$ cat src/rtl/shifter_pipe.sv
`default_nettype none
// ============================================================================
//  Module      : shifter_pipe
//  Description : Pipelined shift/rotate unit (SLL, SRL, SRA, ROL, ROR, PASS).
//                Each stage resolves one binary digit of the shift amount.
//                One operation per cycle over valid/ready, results in order,
//                with a caller tag and a registered zero flag.
//  Revision    : 1.0  initial release
// ============================================================================
module shifter_pipe #(
   parameter int WIDTH = 8,
   parameter int TAG_W = 4
) (
   input  logic                     clk,
   input  logic                     nrst,
   input  logic                     in_valid,
   output logic                     in_ready,
   input  logic [WIDTH-1:0]         in_data,
   input  logic [$clog2(WIDTH):0]   in_amt,
   input  logic [2:0]               in_op,
   input  logic [TAG_W-1:0]         in_tag,
   output logic                     out_valid,
   input  logic                     out_ready,
   output logic [WIDTH-1:0]         out_data,
   output logic [TAG_W-1:0]         out_tag,
   output logic                     out_zero
);

   localparam int LW = $clog2(WIDTH);

   localparam logic [2:0] OP_SLL = 3'b000;
   localparam logic [2:0] OP_SRL = 3'b001;
   localparam logic [2:0] OP_SRA = 3'b010;
   localparam logic [2:0] OP_ROL = 3'b011;
   localparam logic [2:0] OP_ROR = 3'b100;

   // Bit offset of stage k's slice in the packed remaining-amount store.
   // Stage k only keeps the amount bits above k (LW-1-k of them), so the
   // store is triangular and each slice shrinks by one bit per stage.
   function automatic int amt_off(input int k);
      int acc;
      acc = 0;
      for (int i = 0; i < k; i++) begin
         acc += LW - 1 - i;
      end
      return acc;
   endfunction

   localparam int AMT_BITS = (LW * (LW - 1)) / 2;

   // ------------------------------------------------------------------
   // Pipeline state. Data/valid/tag exist for every stage (the last one
   // is the output register); direction/fill/amount only feed later
   // stages so the final stage does not hold them.
   // ------------------------------------------------------------------
   logic                r_valid [LW];
   logic [WIDTH-1:0]    r_data  [LW];
   logic [TAG_W-1:0]    r_tag   [LW];
   logic                r_left  [LW-1];
   logic                r_rot   [LW-1];
   logic                r_fill  [LW-1];
   logic [AMT_BITS-1:0] r_amtv;
   logic                r_zero;

   logic                w_adv;
   logic [WIDTH-1:0]    w_pre_data;
   logic [LW-1:0]       w_pre_amt;
   logic                w_pre_left;
   logic                w_pre_rot;
   logic                w_pre_fill;

   // The whole pipe moves only when the output slot is empty or draining.
   assign w_adv    = !r_valid[LW-1] || out_ready;
   assign in_ready = w_adv;

   // Decode the op into direction/rotate/fill and an effective amount.
   // Out-of-range logical shifts are zeroed up front; out-of-range SRA is
   // clamped to WIDTH-1, which already yields all sign bits.
   always_comb begin
      w_pre_data = in_data;
      w_pre_amt  = in_amt[LW-1:0];
      w_pre_left = 1'b0;
      w_pre_rot  = 1'b0;
      w_pre_fill = 1'b0;
      case (in_op)
         OP_SLL: begin
            w_pre_left = 1'b1;
            if (in_amt[LW]) begin
               w_pre_data = '0;
               w_pre_amt  = '0;
            end
         end
         OP_SRL: begin
            if (in_amt[LW]) begin
               w_pre_data = '0;
               w_pre_amt  = '0;
            end
         end
         OP_SRA: begin
            w_pre_fill = in_data[WIDTH-1];
            if (in_amt[LW]) begin
               w_pre_amt = '1;
            end
         end
         OP_ROL: begin
            w_pre_left = 1'b1;
            w_pre_rot  = 1'b1;
         end
         OP_ROR: begin
            w_pre_rot = 1'b1;
         end
         default: begin
            w_pre_amt = '0;
         end
      endcase
   end

   // ------------------------------------------------------------------
   // Stage k: shift by 2^k when the current amount bit is set.
   // ------------------------------------------------------------------
   for (genvar k = 0; k < LW; k++) begin : g_stage
      localparam int SH = 1 << k;

      logic             w_v;
      logic [WIDTH-1:0] w_d;
      logic [TAG_W-1:0] w_tag;
      logic             w_left;
      logic             w_rot;
      logic             w_fill;
      logic             w_bit;
      logic [WIDTH-1:0] w_rotl;
      logic [WIDTH-1:0] w_rotr;
      logic [WIDTH-1:0] w_shl;
      logic [WIDTH-1:0] w_shr;
      logic [WIDTH-1:0] w_res;

      if (k == 0) begin : g_head
         assign w_v    = in_valid;
         assign w_d    = w_pre_data;
         assign w_tag  = in_tag;
         assign w_left = w_pre_left;
         assign w_rot  = w_pre_rot;
         assign w_fill = w_pre_fill;
         assign w_bit  = w_pre_amt[0];
      end else begin : g_body
         assign w_v    = r_valid[k-1];
         assign w_d    = r_data[k-1];
         assign w_tag  = r_tag[k-1];
         assign w_left = r_left[k-1];
         assign w_rot  = r_rot[k-1];
         assign w_fill = r_fill[k-1];
         // Lowest bit of the previous stage's remaining amount is ours.
         assign w_bit  = r_amtv[amt_off(k-1)];
      end

      assign w_rotl = {w_d[WIDTH-SH-1:0], w_d[WIDTH-1:WIDTH-SH]};
      assign w_shl  = {w_d[WIDTH-SH-1:0], {SH{1'b0}}};
      assign w_rotr = {w_d[SH-1:0], w_d[WIDTH-1:SH]};
      assign w_shr  = {{SH{w_fill}}, w_d[WIDTH-1:SH]};

      assign w_res = !w_bit ? w_d :
                     (w_left ? (w_rot ? w_rotl : w_shl)
                             : (w_rot ? w_rotr : w_shr));

      // Data, valid and tag advance together; bubbles are held, not collapsed.
      always_ff @(posedge clk or negedge nrst) begin
         if (!nrst) begin
            r_valid[k] <= 1'b0;
            r_data[k]  <= '0;
            r_tag[k]   <= '0;
         end else if (w_adv) begin
            r_valid[k] <= w_v;
            r_data[k]  <= w_res;
            r_tag[k]   <= w_tag;
         end
      end

      if (k < LW - 1) begin : g_ctrl
         localparam int OFF = amt_off(k);
         localparam int RW  = LW - 1 - k;

         logic [RW-1:0] w_rest;

         if (k == 0) begin : g_rest_head
            assign w_rest = w_pre_amt[LW-1:1];
         end else begin : g_rest_body
            assign w_rest = r_amtv[amt_off(k-1)+LW-k-1 : amt_off(k-1)+1];
         end

         // Direction, fill and the not-yet-consumed amount bits travel on.
         always_ff @(posedge clk or negedge nrst) begin
            if (!nrst) begin
               r_left[k]             <= 1'b0;
               r_rot[k]              <= 1'b0;
               r_fill[k]             <= 1'b0;
               r_amtv[OFF+RW-1:OFF]  <= '0;
            end else if (w_adv) begin
               r_left[k]             <= w_left;
               r_rot[k]              <= w_rot;
               r_fill[k]             <= w_fill;
               r_amtv[OFF+RW-1:OFF]  <= w_rest;
            end
         end
      end

      if (k == LW - 1) begin : g_tail
         // Zero flag is registered alongside the output data it describes.
         always_ff @(posedge clk or negedge nrst) begin
            if (!nrst) begin
               r_zero <= 1'b0;
            end else if (w_adv) begin
               r_zero <= (w_res == '0);
            end
         end
      end
   end

   assign out_valid = r_valid[LW-1];
   assign out_data  = r_data[LW-1];
   assign out_tag   = r_tag[LW-1];
   assign out_zero  = r_zero;

endmodule
`default_nettype wire

$ cat config.mk
export PLATFORM = sky130hd
export DESIGN_NAME = shifter_pipe
export DESIGN_NICKNAME = d
export VERILOG_FILES = /design/src/rtl/shifter_pipe.sv
export SDC_FILE = /design/constraint.sdc
export NUM_CORES = 1
export LEC_CHECK = 0
export ABC_AREA = 1
export BUFFER_PORTS_ARGS = -buffer_cell sky130_fd_sc_hd__buf_2
export CORE_ASPECT_RATIO = 1.5
export CORE_MARGIN = 2
export CORE_UTILIZATION = 60
export DETAILED_ROUTE_END_ITERATION = 7
export PLACE_DENSITY = 0.84
export SYNTH_ARGS = -nofsm -noshare
export SYNTH_HDL_FRONTEND = slang
export SYNTH_SLANG_ARGS = --single-unit
$ cat constraint.sdc
create_clock -name clk -period 3.3 [get_ports clk]
set_clock_uncertainty 0.2 [all_clocks]
set_input_delay 0.495 -clock clk [delete_from_list [all_inputs] [get_ports clk]]
set_output_delay 0.495 -clock clk [all_outputs]
set_load 0.05 [all_outputs]
==> impl_results.md <==
* Io pins at 38
* Synth async-reset ratio at 100%
* Design area at 2750 um2
* Initial core utilization at 62.4%
* Post-Syn Instances at 331
* Power Total at 2.34 mW
* Via/cell ratio at 5.26
* Final core utilization at 70.2%
* Share of Yosys cell area claimed by the top area cell type at 50.1%
* Port Buffers at 37
* Post-synth cell types at 22
* Comb power frac at 40.5%
* Filler instances at 360
* Most numerous cell in the Yosys netlist: nand2_1
* Clock Tree Buf Depth at 2
* Area of the die at 4620 um2
* Final net count at 386
* Worst setup SP type: register
* Vias at 2153
* Total gr overflow at 0
* CTS Hold Bufs at 0
* P&R area growth vs syn at 12.5%
* Worst hold slack at 0.167 ns
* Die X at 56.2 um
* Synth Flop Type: dfrtp_1
* Setup violators final at 0
* Routed Antenna Nets at 0
* CP endpoint kind: output pin
* Post-CTS setup buffer count at 0
* Max-cap viol count at 0
* Yosys top cell by area: dfrtp_1
* Slew headroom at 30.1%
* Layout cells sized above 1 at 15.1%
* Number of synthesized flops with an enable pin at 0
* Post-Syn Nets at 354
* Synthesized area at 2450 um2
* Max Used Layer: met4
* CTS tree: yes
* Clk pwr share at 18.3%
* CTS Buf Count at 5
* Status: finished, final reports clean
* Vias in the first global route at 2015
* Placement Cell Area at 2640 um2
* DRT met1 WL at 2000 um
* DP Worst Slack at 1.16 ns
* Mean Syn Cell Area at 7.40 um2
* Minimum clock period at 2.26 ns
* Seq/Total Area, Yosys at 50.1%
* Worst min path class: in2async
* Setup Total Neg Slack at 0 ns
* Static Leakage at 1.48 nW
* Clock latency on the worst-skew pair at 0.30 ns
* Wire length on met3 at 145 um
* Routed WL per cell at 11.7 um
* Wire length on met2 at 2520 um
* Slew Limit Fails at 0
* Warning count from the yosys run at 0
* Post-CTS sizing at 0
* Core Area at 3920 um2
* Crit path max fanout at 55
* Finished Layout Cells at 409
* Critical path required time at 2.60 ns
* Area contributors post-synth: dfrtp_1 (50%), nand2_1 (21%), o21ai_0 (5.9%)
* Final wirelength at 4790 um
* Top post-synthesis cells by count: nand2_1 (134), dfrtp_1 (49), o21ai_0 (29)
* Power density cells at 848 nW/um2
* First-pass GRT wire length at 8400 um
* Row Count at 28
* Inst Count DP at 401
* H-tree Lvls at 2
* Maximum vdd drop at 0.583 mV
* RSZ-0062 raised after global routing: no
* Internal Power at 1.31 mW
* Register share of total power at 41.2%
* Clk root buf: clkbuf_8
* DRC at 0
* Overall Global Routing Usage at 23.0%
* Clock slew seen by the registers of the worst setup and hold paths at 0.09 ns
* Final period utilization at 68.5%
* Post-synthesis register bit count at 49
* Antenna cells at 0
* DP Wirelength at 3400 um
* Final hold vios at 0
* DRT iter0 DRCs at 91
* Switching share of power at 44.0%
* Die height at 82.2 um
* P_sw at 1.03 mW
* Slew @ Worst Pin at 1.05 ns
* F_max at 443 MHz
* First-pass DRT Iterations at 4
* Initial antenna violation count at 0
* Crit path kind: reg2out
* Final worst slack at 1.04 ns
* Largest net degree at the start of global routing at 56
* CTS Sinks at 49
* CP arrival at 1.56 ns
* Routability cong. at 0.750
-- cell families (layout without fill, tap and decap cells) --
family	count (synthesis)	after routing	synth area share, %
and+or+nand+nor	193	193	32.3
AOI/OAI and AO/OA	49	49	10.9
DFF	49	49	50.1
buffers and inverters	40	73	6.69
-- flip-flops by register name, summed over array words and instances, names as in the netlist --
name                   flops
g_stage.w_rot              2
out_valid                  1
g_stage.w_left             2
g_stage.w_fill             2
g_stage.w_v                2
g_stage.w_tag              8
out_tag                    4
g_stage.w_bit              2
out_data                   8
g_stage.w_d               16
g_stage.g_ctrl.w_rest      1
out_zero                   1
-- cell type report --
class / instances / area [um2] / area share, %
clock inverter: 3 / 46.3 / 1.68
tap: 45 / 56.3 / 2.04
multi-input combinational: 242 / 1060 / 38.4
timing repair buffer: 39 / 200 / 7.27
clock buffer: 5 / 68.8 / 2.50
sequential: 49 / 1230 / 44.5
inverter: 26 / 97.6 / 3.54
-- critical path, cell delays in order, from the launching register on --
cell and delay (ns):
dfrtp_1 0.39, nand2_1 0.09, buf_4 0.42, buf_2 0.36
-- power groups by stage --
stage | Clock (mW) | Combinational, mW | Sequential [mW]
after global routing | 0.457 | 1.06 | 0.994
after floorplan | 0 | 0.487 | 1.21
after detailed placement | 0 | 0.947 | 0.974
after CTS | 0.435 | 0.953 | 0.964
after global placement | 0 | 0.927 | 0.965
final | 0.427 | 0.946 | 0.963
-- cell usage in the layout, fill, tap and decap left out --
cell type / instances
nand3_1: 28
clkinvlp_4: 1
inv_2: 1
or2_2: 3
o21ai_0: 29
nand4_1: 1
buf_2: 37
nand2_2: 2
nand3b_1: 1
nor3_2: 1
clkbuf_8: 5
a31oi_1: 6
a21oi_1: 8
nor2_1: 22
inv_1: 25
clkinv_4: 1
buf_4: 2
nand2_1: 134
o211ai_1: 4
o31ai_1: 1
bufinv_16: 1
dfrtp_1: 49
nand3_2: 1
a22oi_1: 1
-- path summary, 6_finish.rpt --
kind | from | slack (ns) | to | depth (start not counted)
min | nrst | 0.17 | out_tag[0] | 1
max reg2reg | out_valid | 1.53 | out_zero | 8
min reg2reg | g_stage[2].w_v | 0.26 | out_valid | 2
max | out_valid | 1.04 | in_ready | 3
max in group asynchronous | nrst | 2.07 | g_stage[2].w_d[1] | 1
min in group clk | in_tag[3] | 0.19 | g_stage[1].w_tag[3] | 3
-- per-layer routing --
metal / global-route usage [%] / vias to the layer above
met1: 24.6 / 970
met4: 10.0 / 0
met3: 3.43 / 11
met5: 0 / -
li1: - / 1123
met2: 44.8 / 49
(Power assumes the default switching activity.)
